==> config.mk <==
export PLATFORM = sky130hd
export DESIGN_NAME = camera_pixel_assembler
export DESIGN_NICKNAME = d
export VERILOG_FILES = /design/src/rtl/camera_pixel_assembler.sv
export SDC_FILE = /design/constraint.sdc
export NUM_CORES = 1
export LEC_CHECK = 0
export BUFFER_PORTS_ARGS = -buffer_cell sky130_fd_sc_hd__buf_2
export CAP_MARGIN = 15
export CORE_ASPECT_RATIO = 1.75
export CORE_UTILIZATION = 55
export DETAILED_ROUTE_END_ITERATION = 10
export PLACE_DENSITY = 0.78
export REMOVE_ABC_BUFFERS = 1
export SETUP_SLACK_MARGIN = 0.2
export SKIP_CTS_REPAIR_TIMING = 1
export SYNTH_ARGS = -nofsm -noshare
export SYNTH_HDL_FRONTEND = slang
export SYNTH_SLANG_ARGS = --single-unit
==> constraint.sdc <==
create_clock -name clk_pixel_in -period 2.64 [get_ports clk_pixel_in]
set_input_delay 0.528 -clock clk_pixel_in [delete_from_list [all_inputs] [get_ports clk_pixel_in]]
set_output_delay 0.528 -clock clk_pixel_in [all_outputs]
set_load 0.005 [all_outputs]
==> src/rtl/camera_pixel_assembler.sv <==
// Assembles BYTES_PER_PIXEL camera bus words into one pixel, clocked entirely by clk_pixel_in.
// Optional macro CAM_ASSEMBLER_COORD_EN adds hcount_out/vcount_out pixel coordinates.
module camera_pixel_assembler #(
   parameter int IN_WIDTH        = 8,
   parameter int BYTES_PER_PIXEL = 2,
   parameter int SYNC_STAGES     = 2,
   parameter int HMAX            = 2047,
   parameter int VMAX            = 1023
) (
   input  logic                                clk_pixel_in,
   input  logic                                rst_in,
   input  logic                                pclk_cam_in,
   input  logic                                hs_cam_in,
   input  logic                                vs_cam_in,
   input  logic [IN_WIDTH-1:0]                 data_cam_in,
   output logic [IN_WIDTH*BYTES_PER_PIXEL-1:0] data_out,
   output logic                                valid_out,
   output logic                                frame_start_out,
   output logic                                line_start_out,
   output logic                                partial_out,
`ifdef CAM_ASSEMBLER_COORD_EN
   output logic [10:0]                         hcount_out,
   output logic [9:0]                          vcount_out,
`endif
   output logic [1:0]                          state_dbg
);

   localparam int         OUT_WIDTH = IN_WIDTH * BYTES_PER_PIXEL;
   localparam logic [1:0] LAST_IDX  = 2'(BYTES_PER_PIXEL - 1);

   typedef enum logic [1:0] {
      WAIT_FRAME = 2'd0,
      WAIT_LINE  = 2'd1,
      ACTIVE     = 2'd2
   } state_t;

   state_t                 state;
   logic [SYNC_STAGES-1:0] pclk_sync;
   logic [SYNC_STAGES-1:0] hs_sync;
   logic [SYNC_STAGES-1:0] vs_sync;
   logic [IN_WIDTH-1:0]    data_sync [SYNC_STAGES];

   // Synchronizers preset to 1 so the first cycle after reset never sees a pclk rise.
   always_ff @(posedge clk_pixel_in or posedge rst_in) begin
      if (rst_in) begin
         pclk_sync <= '1;
         hs_sync   <= '1;
         vs_sync   <= '1;
         for (int i = 0; i < SYNC_STAGES; i++) data_sync[i] <= '1;
      end else begin
         pclk_sync    <= {pclk_sync[SYNC_STAGES-2:0], pclk_cam_in};
         hs_sync      <= {hs_sync[SYNC_STAGES-2:0], hs_cam_in};
         vs_sync      <= {vs_sync[SYNC_STAGES-2:0], vs_cam_in};
         data_sync[0] <= data_cam_in;
         for (int i = 1; i < SYNC_STAGES; i++) data_sync[i] <= data_sync[i-1];
      end
   end

   logic                pclk_s, hs_s, vs_s;
   logic [IN_WIDTH-1:0] data_s;
   assign pclk_s = pclk_sync[SYNC_STAGES-1];
   assign hs_s   = hs_sync[SYNC_STAGES-1];
   assign vs_s   = vs_sync[SYNC_STAGES-1];
   assign data_s = data_sync[SYNC_STAGES-1];

   logic                pclk_prev, edge_r, hs_r, vs_r, hs_prev, vs_prev;
   logic [IN_WIDTH-1:0] data_r;

   // Registered edge detect; hs/vs/data are delayed alongside so all stay aligned.
   always_ff @(posedge clk_pixel_in or posedge rst_in) begin
      if (rst_in) begin
         pclk_prev <= 1'b1;
         edge_r    <= 1'b0;
         hs_r      <= 1'b1;
         vs_r      <= 1'b1;
         hs_prev   <= 1'b1;
         vs_prev   <= 1'b1;
         data_r    <= '0;
      end else begin
         pclk_prev <= pclk_s;
         edge_r    <= pclk_s & ~pclk_prev;
         hs_r      <= hs_s;
         vs_r      <= vs_s;
         hs_prev   <= hs_r;
         vs_prev   <= vs_r;
         data_r    <= data_s;
      end
   end

   logic                 vs_at_edge, frame_pend, line_pend;
   logic [1:0]           byte_idx, cur_idx;
   logic [OUT_WIDTH-1:0] acc, acc_next;
   logic                 hs_fall, vs_fall, vs_rise, qual, take, line_first;

   assign hs_fall    = hs_prev & ~hs_r;
   assign vs_fall    = vs_prev & ~vs_r;
   assign vs_rise    = edge_r & vs_r & ~vs_at_edge;
   assign qual       = edge_r & hs_r & vs_r;
   assign take       = qual & (state != WAIT_FRAME);
   assign cur_idx    = (state == WAIT_LINE) ? 2'd0 : byte_idx;
   assign line_first = (state == WAIT_LINE) | line_pend;
   assign state_dbg  = state;

   // First byte of a pixel lands in the MSBs.
   always_comb begin
      acc_next = acc;
      for (int k = 0; k < BYTES_PER_PIXEL; k++) begin
         if (cur_idx == 2'(k)) acc_next[(BYTES_PER_PIXEL-k)*IN_WIDTH-1 -: IN_WIDTH] = data_r;
      end
   end

   always_ff @(posedge clk_pixel_in or posedge rst_in) begin
      if (rst_in) begin
         state           <= WAIT_FRAME;
         byte_idx        <= 2'd0;
         acc             <= '0;
         data_out        <= '0;
         valid_out       <= 1'b0;
         frame_start_out <= 1'b0;
         line_start_out  <= 1'b0;
         partial_out     <= 1'b0;
         frame_pend      <= 1'b0;
         line_pend       <= 1'b0;
         vs_at_edge      <= 1'b1;
`ifdef CAM_ASSEMBLER_COORD_EN
         hcount_out      <= '0;
         vcount_out      <= '0;
`endif
      end else begin
         valid_out       <= 1'b0;
         frame_start_out <= 1'b0;
         line_start_out  <= 1'b0;
         partial_out     <= 1'b0;
         if (edge_r) vs_at_edge <= vs_r;

         if (take) begin
            acc <= acc_next;
            if (cur_idx == LAST_IDX) begin
               data_out        <= acc_next;
               valid_out       <= 1'b1;
               frame_start_out <= frame_pend;
               line_start_out  <= line_first;
               frame_pend      <= 1'b0;
               line_pend       <= 1'b0;
               byte_idx        <= 2'd0;
`ifdef CAM_ASSEMBLER_COORD_EN
               if (line_first) hcount_out <= '0;
               else if (hcount_out < 11'(HMAX)) hcount_out <= hcount_out + 11'd1;
               if (frame_pend) vcount_out <= '0;
               else if (line_first && (vcount_out < 10'(VMAX))) vcount_out <= vcount_out + 10'd1;
`endif
            end else begin
               byte_idx <= 2'(cur_idx + 2'd1);
               if (state == WAIT_LINE) line_pend <= 1'b1;
            end
         end

         case (state)
            WAIT_FRAME: begin
               byte_idx <= 2'd0;
               if (vs_rise) begin
                  frame_pend <= 1'b1;
                  state      <= WAIT_LINE;
               end
            end
            WAIT_LINE: begin
               if (vs_fall) state <= WAIT_FRAME;
               else if (qual) state <= ACTIVE;
            end
            ACTIVE: begin
               // A falling hs/vs ends the line; any half-built pixel is dropped.
               if (vs_fall || hs_fall) begin
                  partial_out <= (byte_idx != 2'd0);
                  byte_idx    <= 2'd0;
                  line_pend   <= 1'b0;
                  state       <= vs_fall ? WAIT_FRAME : WAIT_LINE;
               end
            end
            default: state <= WAIT_FRAME;
         endcase
      end
   end

endmodule

### Word-level counts from Yosys, hierarchy flattened

Cells that the tools add are included.

* add/subtract/negate cells: 1
* equality and inequality tests: 6
* multiplexer cells: 30
* bitwise gates (word level): 13
* reductions and logical operators: 7

Operators by type and width (number)
* $mux 1: 18
* $mux 2: 8
* $mux 8: 2
* $and 1x1->1: 8
* $pmux 2 s3: 1
* $eq 2x1->1 const B: 2
* $logic_not 2->1: 2
* $ne 2x2->1 const B: 2
* $not 1->1: 4
* $pmux 2 s2: 1
* $reduce_bool 2->1: 2
* $ne 3x3->1 const B: 1
* $reduce_and 3->1: 1
* $add 2x1->2 const B: 1
* $eq 2x2->1 const B: 1
* $reduce_and 2->1: 1
* $logic_or 1x1->1: 1
* $or 1x1->1: 1

* bits in registers: 79
* bits of input ports: 13
* output and inout port bits: 22
* logic and storage cells: 80

### Depth between registers and ports, before layout

Gate-level depths: netlist of run 1.

* depth in word-level cells: 7
* mapped depth: 8
* mapped depth without buffers: 5

### Worst setup path after synthesis of run 1

Ideal clock, no wire load.

* kind: register to register
* start: register vs_r
* end: register data_out[10]
* library setup time: 0.119 ns
* arrival time: 1.389 ns
* required time: 2.521 ns
* slack: 1.132 ns
* cell stages (with the launch flop): 7
* cell sequence: dfstp_2 > nand3_2 > or3_1 > buf_6 > buf_6 > nand2_1 > o21ai_2

* word-level cells in the longest chain between the ends: 3

RTL lines
* start: declaration: line 66 `logic pclk_prev, edge_r, hs_r, vs_r, hs_prev, vs_prev;`
* start signal: assignment: line 83 `vs_r <= vs_s;`
* $and 1x1->1: line 98 `assign qual = edge_r & hs_r & vs_r;`
* $and 1x1->1: line 99 `assign take = qual & (state != WAIT_FRAME);`
* $reduce_and 2->1 (no source line)
* end signal: assignment: line 139 `data_out <= acc_next;`
* end: declaration: line 16 `output logic [IN_WIDTH*BYTES_PER_PIXEL-1:0] data_out,`

Every way passes these cells.
A chain may end at the register's enable or synchronous reset.

### Worst setup path in the final report of run 1

* start: register vs_r
* end: register data_out[3]

The elaborated chain is that of the path after synthesis.

==> flow_summary.yaml, run 1 <==
clock_tree:
  clockRootBuffer: "clkbuf_8"
  clock_path_buffers: 2
  htreeDepth: 3
  cts_tree: "built"
  cts.reportedPaths.clkPinSlew_ns: 0.07
  clkLatencyLatePin_ns: 0.33
  cts_buffers: 9
  cts_sinks: 71
sta:
  finalHoldViolations: 0
  rsz0062_at_grt: "no"
  final-setup-viol-count: 0
  min_period_ns: 2.01
  slew_violations: 0
  post-route-period-util_pct: 76.2
  fmax_mhz: 497
  worstMarginPinSlew_ns: 1.01
  fin_skew_ns: 0.00609
  relSlewSlack_pct: 32.7
  setup_tns_ns: 0
floorplan:
  coreArea_um2: 4360
  start_util_pct: 56.9
  die_y_um: 90.9
  num_rows: 32
  die-area_um2: 4800
  fp.dieW_um: 52.8
  io_pins: 35
synth:
  synth_seq_cells: 71
  yosysWarningCount: 0
  ys_seq_area_share_pct: 72.9
  syn_area_um2: 2480
  synthCells: 178
  synth.distinct_cells: 34
  synth.largest_area_cell: "dfrtp_1"
  yosys.area.top_type_share_pct: 43.3
  synth.avg_cell_area_um2: 14.0
  synth_area_leaders: "dfrtp_1 43%, dfstp_2 30%, nand2_1 5.0%"
cells_and_area:
  layout.nets: 230
  post_route_cells_drive_above_1_share_pct: 45.0
  area_delta_synth_final_pct: 17.2
  final_cells: 273
  final_area_um2: 2910
  antennaDiodeCount: 0
worst_setup_path:
  r2r_setup_slack_ns: 0.63
  critPathMaxStageDelay_ns: 0.78
  critPathArrivalTime_ns: 2.28
  crit_type: "reg2reg"
  end_kind: "flip-flop"
  cpMostUsedCell: "nand2_1"
  worst_path_max_delay_cell: "or3_1"
  crit_chain: "nand3_2, or3_1, inv_4, nand2_1, nand2_1"
  required_ns: 2.90
  cp_max_fo: 27
  startpoint_type: "flip-flop"
placed_design:
  gp_congestion: 0.772
  placed_area_um2: 2670
  dp.final_hpwl_um: 2590
  dp.cells: 257
  port_buffers: 34
outcome:
  status: "complete, no violations"
pwr:
  peakVddDrop_v: 0.000580
  p_leak_uw: 0.00142
  p_total_uw: 2390
  p_per_area_nw_per_um2: 820
global_routing:
  overflow: 0
  grt_pass1_vias: 1392
  antenna_found_initial: 0
  grt_pass1_wl_um: 6470
  grt_use_total_pct: 19.5
  grt_max_degree: 43
drt:
  wl_per_cell_um: 14.2
  antenna_left: 0
  vias: 1392
  drc: 0
  first_pass_iters: 5
  vias_per_cell: 5.10
  drt-initial-drc-count: 31
  wl_um: 3880
worst_hold_path:
  hp-class: "in2async"
job:
  drv_cap: 0
path summary, 6_finish.rpt:
path / endpoint / depth (start not counted) / startpoint
worst max-delay path: data_out[3] / 5 / vs_r
worst min-delay path: data_r[0] / 2 / rst_in
worst max register to register: data_out[3] / 5 / vs_r
worst min register to register: data_s[4] / 0 / data_sync[12]
max in group asynchronous: data_sync[13] / 3 / rst_in
min in group clk_pixel_in: data_sync[9] / 1 / data_cam_in[1]
critical path: cells and delay by family (launching register included):
kind	cells	cell delay, ns
simple gates	4	1.04
buf+inv	1	0.31
flops	1	0.59
sequential cells by signal, summed over array words and instances, names as in the netlist, 8 cells and up:
name / count
data_s: 8
data_sync: 8
acc: 8
data_out: 16
data_r: 8
through the flow:
step | util (%) | hold slack [ns] | setup WS (ns)
floorplan | - | 0.345 | 0.362
global placement | 61.1 | 0.345 | 0.702
detailed placement | 61.1 | 0.348 | 0.670
CTS | 66.7 | 0.265 | 0.627
global route | 66.7 | 0.265 | 0.470
finish | 66.7 | 0.263 | 0.627
report_power, final:
| part | switching (µW) | internal, µW | leakage, µW | total (µW) |
|---|---|---|---|---|
| registers | 47.9 | 1180 | 0.000850 | 1230 |
| clock network | 377 | 650 | 0.000122 | 1030 |
| logic | 63.9 | 65.6 | 0.000450 | 130 |
cells by family (layout without fill, tap and decap cells):
family                 count (synthesis)  after routing  synth area share [%]
and+or+nand+nor                       56             56                  10.3
DFF                                   71             71                  72.9
muxes                                 16             16                  6.85
AOI/OAI and AO/OA                     22             22                  6.04
buffers and inverters                 13             57                  3.88
layout make-up:
type / count / area (µm²)
clock buffers: 10 / 138
clock inverters: 6 / 108
inverters: 6 / 25.0
well taps: 51 / 63.8
multi-input cells: 94 / 577
repair buffers: 35 / 190
flip-flops and latches: 71 / 1810
fillers: 324 / 1450
cells in the mapped netlist, drive strengths merged:
master  count
or3         1
a31oi       2
a22oi       1
and3        1
mux2        8
o21ai       9
inv         6
nor2b       2
a21oi       4
nor3b       2
a41o        1
a21o        1
buf         7
dfrtp      43
mux2i       8
nor2        7
a31o        1
o41ai       1
dfstp      28
nand2      37
o22ai       1
o22a        1
and2        1
nand2b      2
nor3        2
nand3       1
per-layer routing:
| layer | GRT usage, % | routed length (µm) | vias to the layer above |
|---|---|---|---|
| met2 | 28.9 | 1980 | 43 |
| met4 | 9.87 | 76 | 0 |
| li1 | - | - | 662 |
| met5 | 0 | 0 | - |
| met1 | 25.0 | 1610 | 680 |
| met3 | 6.57 | 207 | 7 |
cell usage in the layout, fill, tap and decap left out, drive strengths merged, types with 3 or more instances in the layout:
cell type and count:
a21oi 4, mux2 8, nor2 7, buf 35
nand2 37, dfstp 28, inv 6, dfrtp 43
o21ai 9, clkbuf 10, mux2i 8, bufinv 3
Power figures use the tool's default switching activity.
==> run 2, diff against run 1 <==
- CORE_UTILIZATION: 55 -> 49
- PLACE_DENSITY: 0.78 -> 0.74
- clock period: 2.64 -> 1.8 ns (I/O delays scaled with it)
==> flow_summary.yaml, run 2 (same netlist as run 1, synthesis figures left out) <==
global_routing:
  grt_max_degree: 39
  overflow: 0
  grt_pass1_wl_um: 5950
  grt_use_total_pct: 15.2
  grt_pass1_vias: 1287
  antenna_found_initial: 0
floorplan:
  start_util_pct: 50.4
  coreArea_um2: 4930
  num_rows: 34
  die_y_um: 96.2
  fp.dieW_um: 55.8
  io_pins: 35
  die-area_um2: 5370
worst_hold_path:
  hp-class: "in2async"
worst_setup_path:
  required_ns: 2.08
  startpoint_type: "flip-flop"
  crit_type: "reg2reg"
  cp_max_fo: 14
  end_kind: "flip-flop"
  critPathArrivalTime_ns: 1.80
drt:
  antenna_left: 0
  drc: 0
  wl_um: 3880
  vias: 1417
  drt-initial-drc-count: 17
  first_pass_iters: 4
  vias_per_cell: 5.04
  wl_per_cell_um: 13.8
clock_tree:
  htreeDepth: 3
  cts_sinks: 71
  cts_tree: "built"
  clock_path_buffers: 2
  cts.reportedPaths.clkPinSlew_ns: 0.07
  clockRootBuffer: "clkbuf_8"
  clkLatencyLatePin_ns: 0.34
  cts_buffers: 9
cells_and_area:
  largest_reg_flops: 16
  final_cell_mix: "43 x dfrtp_1, 34 x buf_2, 33 x nand2_1"
  antennaDiodeCount: 0
  multiInputGateArea_um2: 594
  final_cells: 281
  post_route_cells_drive_above_1_share_pct: 46.3
  regMostFlops: "data_out"
  area_delta_synth_final_pct: 20.0
  final_common_cell: "dfrtp_1"
  fillers: 415
  seq_area_um2: 1810
  post-route-util_pct: 60.4
  layout.nets: 235
sta:
  fmax_mhz: 655
  worstMarginPinSlew_ns: 0.414
  post-route-period-util_pct: 84.8
  finalHoldViolations: 0
  rsz0062_at_grt: "no"
  relSlewSlack_pct: 72.4
  min_period_ns: 1.53
  slew_violations: 0
  setup_tns_ns: 0
  fin_skew_ns: 0.00675
  final-setup-viol-count: 0
pwr:
  p_int_uw: 2630
  comb_power_share_pct: 6.2
  p_per_area_nw_per_um2: 1130
  switching_share_pct: 22.0
  p_leak_uw: 0.00145
  p_sw_uw: 743
  clkPwrFrac_pct: 40.6
  p_seq_share_pct: 53.2
  peakVddDrop_v: 0.000901
placed_design:
  port_buffers: 34
  dp.cells: 264
  gp_congestion: 0.852
  dp.final_hpwl_um: 2530
outcome:
  status: "complete, no violations"
job:
  drv_cap: 0
==> run 2: per-layer routing <==
metal | global-route usage, % | part of all wire (%) | vias to the layer above
met1 | 17.6 | 41 | 692
met2 | 24.8 | 52 | 40
met4 | 7.93 | 2.3 | 0
met3 | 5.65 | 4.3 | 8
li1 | - | - | 677
met5 | 0 | 0 | -
==> run 2: through the flow <==
stage / hold slack, ns / instance area [µm²] / setup WS (ns) / total power, µW
after floorplan: 0.345 / 2410 / -0.310 / 1950
after global placement: 0.345 / 2710 / 0.226 / 2020
after detailed placement: 0.347 / 2710 / 0.209 / 2030
after CTS: 0.00818 / 2940 / 0.186 / 3400
after global routing: 0.0331 / 2980 / 0.206 / 3510
final: 0.00989 / 2980 / 0.274 / 3370
==> run 2: worst paths after layout <==
kind / from / endpoint / slack, ns / cells after the start
setup / recovery: vs_r / frame_start_out / 0.27 / 5
max in group asynchronous: rst_in / data_sync[9] / 1.20 / 3
min in group clk_pixel_in: data_cam_in[5] / data_sync[13] / 0.11 / 1
hold / removal: rst_in / state_dbg[0] / 0.01 / 2
setup reg to reg: vs_r / frame_start_out / 0.27 / 5
hold reg to reg: data_sync[15] / data_s[7] / 0.36 / 0
==> run 2: power by group through the flow <==
stage	sequential (µW)	combinational (µW)	clock, µW
2_1_floorplan	1810	139	0
3_5_place_dp	1820	210	0
3_3_place_gp	1810	203	0
5_1_grt	1810	234	1470
4_1_cts	1790	210	1400
6_report	1790	208	1370
==> run 2: worst max-delay path, stage by stage, from the launching register on <==
cell and delay, ns:
dfstp_2 0.60, nand3_4 0.09, or3_4 0.39, buf_12 0.17
inv_8 0.08, and2_1 0.12
==> run 2: layout make-up <==
cell class | count | share of cell area (%)
clock buffers | 10 | 4.28
clock inverters | 6 | 3.15
inverters | 6 | 1.01
multi-input cells | 94 | 19.9
flip-flops and latches | 71 | 60.7
well taps | 54 | 2.27
repair buffers | 40 | 8.64
